**src/rtl/shift_unit_iter.sv**
```systemverilog
// Iterative multi-mode shifter: SLL/SRL/SRA/ROL/ROR on a WIDTH-bit operand,
// advancing up to STEP bit positions per clock under a start/busy/done handshake.
module shift_unit_iter #(
    parameter int WIDTH   = 20,
    parameter int STEP    = 1,
    parameter int SHAMT_W = $clog2(WIDTH) + 1
) (
    input  logic               clk,
    input  logic               rst,
    input  logic               start,
    input  logic [WIDTH-1:0]   a,
    input  logic [SHAMT_W-1:0] b,
    input  logic [2:0]         mode,
    output logic               busy,
    output logic               done,
    output logic [WIDTH-1:0]   c
);
    localparam logic [1:0] IDLE  = 2'd0;
    localparam logic [1:0] SHIFT = 2'd1;
    localparam logic [1:0] FIN   = 2'd2;

    localparam logic [2:0] SLL = 3'd0;
    localparam logic [2:0] SRL = 3'd1;
    localparam logic [2:0] SRA = 3'd2;
    localparam logic [2:0] ROL = 3'd3;
    localparam logic [2:0] ROR = 3'd4;

    localparam logic [SHAMT_W-1:0] WIDTH_W = SHAMT_W'(WIDTH);
    localparam logic [SHAMT_W-1:0] STEP_W  = SHAMT_W'(STEP);

    logic [1:0]         state;
    logic [WIDTH-1:0]   work;
    logic [WIDTH-1:0]   shifted;
    logic [2:0]         modeReg;
    logic [SHAMT_W-1:0] remaining;
    logic [SHAMT_W-1:0] eff;
    logic [SHAMT_W-1:0] s;
    logic               reserved;

    // Rotates wrap modulo WIDTH; plain shifts saturate at WIDTH (all fill bits).
    always_comb begin
        reserved = (mode > ROR);
        case (mode)
            ROL, ROR: eff = b % WIDTH_W;
            default:  eff = (b > WIDTH_W) ? WIDTH_W : b;
        endcase
    end

    always_comb begin
        s = (remaining < STEP_W) ? remaining : STEP_W;
        case (modeReg)
            SLL:     shifted = work << s;
            SRL:     shifted = work >> s;
            SRA:     shifted = $unsigned($signed(work) >>> s);
            ROL:     shifted = (work << s) | (work >> (WIDTH_W - s));
            ROR:     shifted = (work >> s) | (work << (WIDTH_W - s));
            default: shifted = work;
        endcase
    end

    // The MSB of work stays equal to the captured sign bit throughout an SRA,
    // so the arithmetic shift above always fills with the original sign.
    always_ff @(posedge clk) begin
        if (rst) begin
            state     <= IDLE;
            busy      <= 1'b0;
            done      <= 1'b0;
            c         <= '0;
            work      <= '0;
            modeReg   <= SLL;
            remaining <= '0;
        end else begin
            done <= 1'b0;
            case (state)
                IDLE: begin
                    if (start) begin
                        work      <= a;
                        modeReg   <= mode;
                        remaining <= eff;
                        busy      <= 1'b1;
                        state     <= (reserved || eff == '0) ? FIN : SHIFT;
                    end
                end
                SHIFT: begin
                    work      <= shifted;
                    remaining <= remaining - s;
                    if (remaining == s) begin
                        state <= FIN;
                    end
                end
                FIN: begin
                    c     <= work;
                    done  <= 1'b1;
                    busy  <= 1'b0;
                    state <= IDLE;
                end
                default: begin
                    busy  <= 1'b0;
                    state <= IDLE;
                end
            endcase
        end
    end
endmodule
```
**config.mk**
```make
export PLATFORM = sky130hd
export DESIGN_NAME = shift_unit_iter
export DESIGN_NICKNAME = d
export VERILOG_FILES = /design/src/rtl/shift_unit_iter.sv
export SDC_FILE = /design/constraint.sdc
export NUM_CORES = 1
export LEC_CHECK = 0
export BUFFER_PORTS_ARGS = -buffer_cell sky130_fd_sc_hd__buf_2
export CAP_MARGIN = 20
export CORE_MARGIN = 2
export CORE_UTILIZATION = 35
export CTS_BUF_LIST = sky130_fd_sc_hd__clkbuf_2
export DETAILED_ROUTE_END_ITERATION = 6
export GPL_TIMING_DRIVEN = 0
export PLACE_DENSITY_LB_ADDON = 0.2
export SYNTH_ARGS = -nofsm -noshare
export SYNTH_HDL_FRONTEND = slang
export SYNTH_SLANG_ARGS = --single-unit
```
**constraint.sdc**
```tcl
create_clock -name clk -period 6.5 [get_ports clk]
set_clock_uncertainty 0.05 [all_clocks]
set_input_delay 0.325 -clock clk [delete_from_list [all_inputs] [get_ports clk]]
set_output_delay 0.325 -clock clk [all_outputs]
set_load 0.02 [all_outputs]
```
**Yosys cells after proc, flatten, opt, wreduce, memory -nomap -nowiden**

Index checks and enable logic that the tools add are counted.

- $add $sub $neg: 2
- Div/mod/pow operators: 1
- $lt $le $gt $ge: 3
- Eq/ne operators: 12
- Shift operators: 5
- Muxes and demuxes: 15
- Bitwise logic cells: 3
- Reductions and logical operators: 11

Operators by type and width:

| cell | count |
|---|---|
| case mux 20 bit (5 select lines) | 1 |
| bitwise OR 20 bit | 2 |
| case mux 20 bit (2 select lines) | 1 |
| left shift 20 x 6 -> 20 bit | 2 |
| >> shifter 20 x 6 -> 20 bit | 2 |
| two-way mux 6 bit | 4 |
| two-way mux 20 bit | 1 |
| >>> shifter 20 x 6 -> 20 bit | 1 |
| case mux 6 bit (2 select lines) | 1 |
| == test 3 x 2 -> 1 bit (second input constant) | 3 |
| AND reduction 2 bit | 4 |
| == test 3 bit (second input constant) | 2 |
| == test 6 bit | 1 |
| greater-than comparator 6 x 5 -> 1 bit (second input constant) | 1 |
| logical NOT 6 bit | 1 |
| less-than comparator 6 x 1 -> 1 bit (second input constant) | 1 |
| remainder unit 6 x 5 -> 6 bit (second input constant) | 1 |
| two-way mux 2 bit | 3 |
| inequality test 6 x 1 -> 1 bit (second input constant) | 1 |
| subtractor 5 x 6 -> 6 bit (first input constant) | 1 |
| subtractor 6 bit | 1 |
| inequality test 2 bit (second input constant) | 2 |
| case mux 2 bit (2 select lines) | 1 |
| == test 3 x 1 -> 1 bit (second input constant) | 1 |
| other kinds (12) | 13 |

- Register bits: 53
- Input bits: 32
- Logic and storage cells: 59

**Depth between registers and ports, before layout**

Gate-level depths: netlist of the first run.

- Depth in word-level cells: 8
- Mapped depth: 11

**Least setup slack after synthesis of the first run**

No wires, ideal clock.

- Path kind: input to register
- From: input port b[4]
- To: register state[1]
- Data arrival time: 2.379 ns
- Data required time: 6.359 ns
- Path slack: 3.980 ns
- Cell stages on the path: 9
- Buffers on the path: 1
- Path through: buf_6 -> inv_1 -> ha_1 -> o21ba_1 -> a211oi_1 -> a21boi_2 -> or4_1 -> a311o_1 -> a311oi_1

- Word-level cells in the longest chain between the ends: 8
- Elaborated cells between the ends (all ways): 9

Ends and longest elaborated chain:

| item | RTL line | source |
|---|---|---|
| start: declaration | 12 | `input logic [SHAMT_W-1:0] b,` |
| parallel branches: the longest is 2 deep, another holds remainder unit 6 x 5 -> 6 bit | - |  |
| two-way mux 6 bit (*) | 43 | `case (mode)` |
| logical NOT 6 bit (*) | 81 | `state <= (reserved \|\| eff == '0) ? FIN : SHIFT;` |
| logical OR 1 bit (*) | 81 |  |
| two-way mux 2 bit (*) | 81 |  |
| two-way mux 2 bit (*) | 76 | `if (start) begin` |
| case mux 2 bit (2 select lines) (*) | 74 | `case (state)` |
| end signal: assignment | 81 |  |
| end: declaration | 31 | `logic [1:0] state;` |

Every way passes the cells marked *. The select of a mux whose other input is x is not followed.
A chain may end at the register's enable or synchronous reset.

**Final worst setup path of the first run**

- From: register remaining[3]
- To: register work[16]

- Word-level cells in the longest chain between the ends: 7
- Elaborated cells between the ends (all ways): 12

Ends and longest elaborated chain:

| item | RTL line | source |
|---|---|---|
| start: declaration | 35 | `logic [SHAMT_W-1:0] remaining;` |
| start signal: assignment | 86 | `remaining <= remaining - s;` |
| less-than comparator 6 x 1 -> 1 bit | 50 | `s = (remaining < STEP_W) ? remaining : STEP_W;` |
| two-way mux 6 bit (*) | 50 |  |
| subtractor 5 x 6 -> 6 bit | 55, 56 |  |
| left shift 20 x 6 -> 20 bit / >> shifter 20 x 6 -> 20 bit (equally long branches) | 56, 55 |  |
| bitwise OR 20 bit (on tied branches) | 56, 55 |  |
| case mux 20 bit (5 select lines) (*) | 51 | `case (modeReg)` |
| case mux 20 bit (2 select lines) (*) | 74 |  |
| end signal: assignment | 85 | `work <= shifted;` |
| end: declaration | 32 | `logic [WIDTH-1:0] work;` |

Mark *: on every way between the ends. The rest lies on a longest branch, timed or not.

==> results of run 1 <==
sequential cells by signal (all words and copies together), names as in the netlist:
signal / cells
c: 20
work: 20
remaining: 6
modeReg: 3
state: 2
busy: 1
done: 1
Yosys cell counts (2+ instances only):
cell type and instances:
sky130_fd_sc_hd__dfxtp_1 53, sky130_fd_sc_hd__nand4_1 3, sky130_fd_sc_hd__buf_4 2, sky130_fd_sc_hd__mux2i_1 6, sky130_fd_sc_hd__mux2_1 2, sky130_fd_sc_hd__a221oi_1 2
sky130_fd_sc_hd__o21ai_0 9, sky130_fd_sc_hd__o22ai_1 15, sky130_fd_sc_hd__nand3_1 8, sky130_fd_sc_hd__a21oi_1 40, sky130_fd_sc_hd__nor3_1 4, sky130_fd_sc_hd__nand3b_1 2
sky130_fd_sc_hd__a311o_1 2, sky130_fd_sc_hd__buf_2 2, sky130_fd_sc_hd__buf_6 2, sky130_fd_sc_hd__nand2b_1 5, sky130_fd_sc_hd__inv_1 6, sky130_fd_sc_hd__a311oi_1 2
sky130_fd_sc_hd__nor2_1 36, sky130_fd_sc_hd__nand4b_1 2, sky130_fd_sc_hd__nor2b_1 6, sky130_fd_sc_hd__o21ai_1 3, sky130_fd_sc_hd__clkbuf_1 21, sky130_fd_sc_hd__ha_1 5
sky130_fd_sc_hd__nand2_1 68, sky130_fd_sc_hd__a31oi_1 5, sky130_fd_sc_hd__o211ai_1 3, sky130_fd_sc_hd__a211oi_1 18, sky130_fd_sc_hd__o221ai_1 2, sky130_fd_sc_hd__mux2_2 16
sky130_fd_sc_hd__o21bai_1 4
report_power, final:
group	switching, mW	internal (mW)	total, mW	leakage [nW]
registers	0.0331	0.355	0.388	0.434
logic	0.178	0.120	0.297	0.929
clock network	0.110	0.0256	0.136	0.0304
area by class of cell:
cell class | count | share of cell area
multi-input cells | 303 | 0.526
flip-flops and latches | 53 | 0.299
repair buffers | 51 | 0.0734
plain buffers | 29 | 0.0437
well taps | 108 | 0.0381
inverters | 7 | 0.00741
clock buffers | 5 | 0.00705
clock inverters | 3 | 0.00494
metrics by stage:
stage	power, mW	area (um^2)
floorplan	0.604	3110
CTS	0.821	3550
detailed placement	0.685	3490
global placement	0.681	3490
finish	0.821	3550
global route	0.877	3550
worst max-delay path: cells and delay by family (launching register included):
| family | cells | cell delay [ns] |
|---|---|---|
| and+or+nand+nor | 5 | 1.45 |
| buffers and inverters | 2 | 0.41 |
| AOI/OAI and AO/OA | 2 | 0.41 |
| DFF | 1 | 0.41 |
| adders and majority gates | 1 | 0.30 |
logic make-up (layout without fill, tap and decap cells):
logic type / count (synthesis) / after routing / share of synthesized area
DFF: 53 / 53 / 0.341
AOI/OAI and AO/OA: 124 / 124 / 0.270
xor gates and xnor gates: 2 / 2 / 0.00563
adders and majority gates: 5 / 5 / 0.0201
other: 1 / 1 / 0.00121
buffers and inverters: 36 / 95 / 0.0583
muxes: 24 / 24 / 0.0845
and+or+nand+nor: 147 / 147 / 0.219
worst max-delay path by stage:
stage | startpoint | cells past startpoint | end
final | remaining[3] | 10 | work[16]
after global routing | remaining[3] | 11 | work[17]
after CTS | remaining[2] | 11 | work[17]
after detailed placement | remaining[2] | 11 | work[17]
after global placement | remaining[3] | 10 | work[16]
after floorplan | b[4] | 9 | state[1]
timing repair:
action,4_1_cts,5_1_grt
endpoints found under the setup margin,0,0
hold buffers,1,0
hold endpoints to repair,1,0
per-layer routing:
layer / global-route usage / wire (um) / vias up
li1: - / - / 1543
met1: 0.266 / 4400 / 1432
met2: 0.269 / 3880 / 86
met3: 0.0308 / 391 / 19
met4: 0.0558 / 172 / 0
met5: 0 / 0 / -
==> out/metrics.json, run 1 <==
{
  "global_route": {
    "grt_remaining_overflow": 0,
    "grt_antenna_before_repair": 0,
    "grt_pass1_vias": 2842,
    "wire_length_of_the_first_global_routing_pass_um": 14400,
    "grt_usage": 0.180,
    "grt_max_degree": 17
  },
  "sta": {
    "timing.max_slew.rel_slack": 0.594,
    "drv_slew": 0,
    "worst_slew_pin_slew_ns": 0.609,
    "final-setup-viol-count": 0,
    "setup_tns_ns": 0,
    "setup_slack_ns": 3.41,
    "grt_setup_unrepaired": "false",
    "timing_hold_violations_final": 0,
    "maxClockFrequency_mhz": 324,
    "period_minus_slack_ns": 3.09,
    "fin_hold_ws_ns": 0.0592,
    "final_min_period_over_clock_period": 0.475
  },
  "min_path": {
    "worstHoldEndpoint": "modeReg[2]",
    "holdCritStartpoint": "mode[2]",
    "hold_path_depth": 3,
    "min_path_type": "in -> reg"
  },
  "routing": {
    "totalWireLength_um": 8840,
    "wl_per_cell_um": 15.8,
    "antenna_violating_nets_post_route": 0,
    "drt-pass1-iter-count": 4,
    "drt-vias-per-instance": 5.51,
    "number_of_drc_violations_after_detailed_routing": 0,
    "vias": 3080,
    "detailedRoute.firstIterationViolations": 131
  },
  "logic_synthesis": {
    "syn_inst": 392,
    "synth_seq_cells": 53,
    "synth_top_area_frac": 0.341,
    "syn_avg_cell_area_um2": 7.93,
    "async_flop_share": 0,
    "total_number_of_yosys_warnings": 0,
    "synth_area_leader_cell": "sky130_fd_sc_hd__dfxtp_1",
    "synth_sequential_area_ratio": 0.341,
    "syn-num-nets": 429,
    "synth_cell_type_count": 69,
    "synth_area_leaders": "sky130_fd_sc_hd__dfxtp_1, sky130_fd_sc_hd__nand2_1, sky130_fd_sc_hd__a21oi_1, sky130_fd_sc_hd__mux2_2, sky130_fd_sc_hd__a211oi_1",
    "ys_dominant_reg_cell": "sky130_fd_sc_hd__dfxtp_1",
    "syn-cell-area_um2": 3110,
    "synth_enable_flop_cells": 0
  },
  "layout": {
    "antenna-diode-count": 0,
    "multi_input_comb_area_um2": 1870,
    "final_net_count": 487,
    "flow.area_growth_from_synthesis_pct": 14.1,
    "layout.cells.most_common": "sky130_fd_sc_hd__nand2_1",
    "layout.cells.most_common_list": "sky130_fd_sc_hd__nand2_1, sky130_fd_sc_hd__dfxtp_1, sky130_fd_sc_hd__buf_2",
    "fraction_of_final_layout_cells_sized_beyond_drive_strength_1": 0.208,
    "fillCellCount": 935,
    "sequential_cell_area_um2": 1060,
    "post-route-util": 0.409,
    "fin_cells": 559
  },
  "clocking": {
    "htree_num_levels": 2,
    "cts_buffers": 5,
    "clkLatencyLatePin_ns": 0.46,
    "tritoncts": "yes",
    "clk_pin_slew_ns": 0.26,
    "cts_setup_buffers": 0,
    "clock_sinks": 53,
    "cts_root_buffer": "sky130_fd_sc_hd__clkbuf_2",
    "cts_repair_resize_count": 0,
    "cts_max_path_buffers": 2
  },
  "setup_path": {
    "rr_endpoint": "work[16]",
    "reg2reg_setup_slack_ns": 3.41,
    "critPathArrivalTime_ns": 3.44,
    "criticalPathCategory": "reg -> reg",
    "critical_path.reg2reg.startpoint": "remaining[3]",
    "worst_ep_required_time_ns": 6.86,
    "cp_cell_sequence": "nor4_2 > nand2_1 > inv_2 > buf_2 > ha_1 > nor2_1 > nand4_1 > a221oi_1 > a211oi_1 > nor3_1",
    "critPathSlowestCell": "sky130_fd_sc_hd__dfxtp_1",
    "crit_fanout": 10,
    "worstSetupEndpointType": "flop",
    "timing.critical_path.slowest_cell_delay_ns": 0.41,
    "rr_worst_depth": 10,
    "critPathLaunchType": "flop"
  },
  "floorplanning": {
    "die_w_um": 98.3,
    "rows": 34,
    "core_area_um2": 8680,
    "start_util": 0.358,
    "top_level_ports": 54,
    "die_y_um": 98.3,
    "dieArea_um2": 9650
  },
  "place": {
    "dp.final_hpwl_um": 6530,
    "numPortBuffers": 50,
    "placedCellCount": 550,
    "dpl_worst_slack_ns": 3.56,
    "globalplace.congestion": 0.864
  },
  "power_and_ir_drop": {
    "power_density_nw_per_um2": 231,
    "cellLeakagePower_nw": 1.39,
    "peak_supply_drop_mv": 0.134
  },
  "run_status": {
    "outcome": "finished clean"
  },
  "run": {
    "drv.max_cap_violation_count": 0
  }
}
Note: power is estimated with default switching activity, not from simulation.
==> inputs of run 2 (changes only) <==
Clock period 6.5 ns to 2.8 ns, I/O delays scaled along.
==> run 2 against run 1 <==
Final area up 8.3%. Non-clock buffer count up 28. Largest cell class unchanged. Sequential share of layout area down 2.3 points.
==> out/metrics.json, run 2 (synthesis results as in run 1) <==
{
  "routing": {
    "wl_per_cell": {"value": 15.5, "unit": "um", "change": "-2.3%"},
    "vias": {"value": 3187, "change": "+3.5%"},
    "drt-pass1-iter-count": {"value": 4, "change": "unchanged"},
    "totalWireLength": {"value": 9070, "unit": "um", "change": "+2.6%"},
    "detailedRoute.firstIterationViolations": {"value": 163, "change": "+24%"},
    "maxUsedRoutingLayer": "met4",
    "drt-vias-per-instance": {"value": 5.43, "change": "-1.5%"},
    "number_of_drc_violations_after_detailed_routing": {"value": 0, "change": "unchanged"},
    "metal3_wl": {"value": 474, "unit": "um", "change": "+21%"},
    "antenna_violating_nets_post_route": {"value": 0, "change": "unchanged"},
    "wl_met1": {"value": 4400, "unit": "um", "change": "unchanged"},
    "wl_met2": {"value": 4050, "unit": "um", "change": "+4.3%"}
  },
  "layout": {
    "multi_input_comb_area": {"value": 1890, "unit": "um^2", "change": "+1.0%"},
    "fraction_of_final_layout_cells_sized_beyond_drive_strength_1": {"value": 0.205, "change": "-0.00383"},
    "layout.cells.most_common": "sky130_fd_sc_hd__nand2_1",
    "antenna-diode-count": {"value": 0, "change": "unchanged"},
    "largest_registers": "c (20), work (20), remaining (6)",
    "flow.area_growth_from_synthesis_pct": 23.5,
    "layout.cells.most_common_list": "sky130_fd_sc_hd__nand2_1, sky130_fd_sc_hd__dfxtp_1, sky130_fd_sc_hd__buf_2",
    "final_net_count": {"value": 515, "change": "+5.7%"},
    "fin_cells": {"value": 587, "change": "+5.0%"},
    "fillCellCount": {"value": 909, "change": "-2.8%"},
    "sequential_cell_area": {"value": 1060, "unit": "um^2", "change": "unchanged"}
  },
  "global_route": {
    "grt_pass1_vias": {"value": 2929, "change": "+3.1%"},
    "grt_antenna_before_repair": {"value": 0, "change": "unchanged"},
    "grt_usage": {"value": 0.186, "change": "+0.00581"},
    "grt_remaining_overflow": {"value": 0, "change": "unchanged"},
    "wire_length_of_the_first_global_routing_pass": {"value": 14900, "unit": "um", "change": "+3.5%"},
    "grt_max_degree": {"value": 17, "change": "unchanged"}
  },
  "setup_path": {
    "critPathLaunchType": "flop",
    "criticalPathCategory": "reg -> reg",
    "crit_fanout": {"value": 10, "change": "unchanged"},
    "crit_path_launch": "remaining[2]",
    "worstSetupEndpointType": "flop",
    "critical_path.reg2reg.startpoint": "remaining[2]",
    "worst_ep_required_time": {"value": 3.15, "unit": "ns", "change": "-3.71 ns"},
    "rr_worst_depth": {"value": 10, "change": "unchanged"},
    "rr_endpoint": "work[16]",
    "reg2reg_setup_slack": {"value": 0.18, "unit": "ns", "change": "-3.23 ns"},
    "critPathArrivalTime": {"value": 2.97, "unit": "ns", "change": "-0.47 ns"},
    "crit_path_end": "work[16]"
  },
  "run": {
    "drv.max_cap_violation_count": {"value": 0, "change": "unchanged"}
  },
  "floorplanning": {
    "top_level_ports": {"value": 54, "change": "unchanged"},
    "die_w": {"value": 98.3, "unit": "um", "change": "unchanged"},
    "die_y": {"value": 98.3, "unit": "um", "change": "unchanged"},
    "core_area": {"value": 8680, "unit": "um^2", "change": "unchanged"},
    "dieArea": {"value": 9650, "unit": "um^2", "change": "unchanged"},
    "start_util": {"value": 0.358, "change": "unchanged"},
    "rows": {"value": 34, "change": "unchanged"}
  },
  "place": {
    "globalplace.congestion": {"value": 0.864, "change": "unchanged"},
    "placedCellCount": {"value": 550, "change": "unchanged"},
    "dp.final_hpwl": {"value": 6530, "unit": "um", "change": "unchanged"},
    "dpl_worst_slack": {"value": -0.138, "unit": "ns", "change": "-3.70 ns"},
    "numPortBuffers": {"value": 50, "change": "unchanged"}
  },
  "clocking": {
    "cts_root_buffer": "sky130_fd_sc_hd__clkbuf_2",
    "cts_buffers": {"value": 5, "change": "unchanged"},
    "clock_sinks": {"value": 53, "change": "unchanged"},
    "cts_max_path_buffers": {"value": 2, "change": "unchanged"},
    "htree_num_levels": {"value": 2, "change": "unchanged"},
    "clkLatencyLatePin": {"value": 0.46, "unit": "ns", "change": "about the same"},
    "clk_pin_slew": {"value": 0.27, "unit": "ns", "change": "about the same"},
    "tritoncts": "yes"
  },
  "power_and_ir_drop": {
    "power": {"value": 1.96, "unit": "mW", "change": "+140%"},
    "cellLeakagePower": {"value": 1.52, "unit": "nW", "change": "+8.8%"},
    "power_density": {"value": 510, "unit": "nW/um^2", "change": "+120%"},
    "peak_supply_drop": {"value": 0.313, "unit": "mV", "change": "+130%"}
  },
  "sta": {
    "maxClockFrequency": {"value": 381, "unit": "MHz", "change": "+18%"},
    "period_minus_slack": {"value": 2.62, "unit": "ns", "change": "-0.466 ns"},
    "timing_hold_violations_final": {"value": 0, "change": "unchanged"},
    "drv_slew": {"value": 0, "change": "unchanged"},
    "grt_setup_unrepaired": "false",
    "worst_slew_pin_slew": {"value": 0.594, "unit": "ns", "change": "-0.0148 ns"},
    "final-setup-viol-count": {"value": 0, "change": "unchanged"},
    "fin_hold_ws": {"value": 0.0926, "unit": "ns", "change": "+0.0333 ns"},
    "timing.max_slew.rel_slack": {"value": 0.603, "change": "+0.00904"},
    "final_min_period_over_clock_period": {"value": 0.937, "change": "+0.461"},
    "setup_slack": {"value": 0.178, "unit": "ns", "change": "-3.23 ns"},
    "setup_tns": {"value": 0, "unit": "ns", "change": "unchanged"}
  },
  "run_status": {
    "outcome": "finished clean"
  },
  "min_path": {
    "min_path_type": "in -> reg"
  }
}
-- run 2: changes by cell type in the layout (fill, tap and decap cells not counted), sizes merged --
cell         before  now
buf              57   59
dlygate4sd3       1   27
-- run 2: worst min-delay path by stage --
stage          startpoint            to  cells after the start
2_1_floorplan     mode[0]    modeReg[0]                      2
6_report             b[2]  remaining[5]                      5
4_1_cts              b[2]  remaining[5]                      5
5_1_grt             start          busy                      4
3_3_place_gp          rst       work[3]                      2
3_5_place_dp          rst       work[3]                      2
-- run 2: cell type report --
| cell class | count | area share |
|---|---|---|
| clock buffer | 5 | 0.00651 |
| tap | 108 | 0.0352 |
| inverter | 7 | 0.00684 |
| multi-input combinational | 303 | 0.491 |
| buffer | 29 | 0.0404 |
| clock inverter | 3 | 0.00456 |
| sequential | 53 | 0.276 |
| timing repair buffer | 79 | 0.139 |
-- run 2: power by group --
| part | switching (mW) | total, mW | internal, mW |
|---|---|---|---|
| logic | 0.423 | 0.742 | 0.319 |
| registers | 0.0787 | 0.902 | 0.824 |
| clock network | 0.257 | 0.316 | 0.0595 |
| total | 0.758 | 1.96 | 1.20 |
-- run 2: per-layer routing --
| metal | global-route usage | vias up |
|---|---|---|
| li1 | - | 1596 |
| met1 | 0.271 | 1477 |
| met2 | 0.285 | 100 |
| met3 | 0.0293 | 14 |
| met4 | 0.0548 | 0 |
| met5 | 0 | - |
-- run 2: timing repair --
item / 4_1_cts / 5_1_grt
endpoints found under the hold margin: 27 / 0
pin swaps: 0 / 1
endpoints found under the setup margin: 6 / 6
setup buffers: 0 / 2
hold buffers: 27 / 0
gates resized for setup: 3 / 1
-- run 2: metrics by stage --
stage	util	area, um^2
2_1_floorplan	-	3110
3_3_place_gp	0.403	3490
3_5_place_dp	0.403	3490
4_1_cts	0.440	3820
5_1_grt	0.443	3840
6_report	0.443	3840
-- run 2: critical path, stage by stage (launching register included) --
cell and delay [ns]:
sky130_fd_sc_hd__dfxtp_1 0.41, sky130_fd_sc_hd__nor4_4 0.33, sky130_fd_sc_hd__nand2_2 0.17, sky130_fd_sc_hd__inv_2 0.12
sky130_fd_sc_hd__buf_2 0.23, sky130_fd_sc_hd__ha_1 0.32, sky130_fd_sc_hd__nor2_4 0.19, sky130_fd_sc_hd__nand4_1 0.15
sky130_fd_sc_hd__a221oi_1 0.33, sky130_fd_sc_hd__a211oi_1 0.08, sky130_fd_sc_hd__nor3_1 0.18
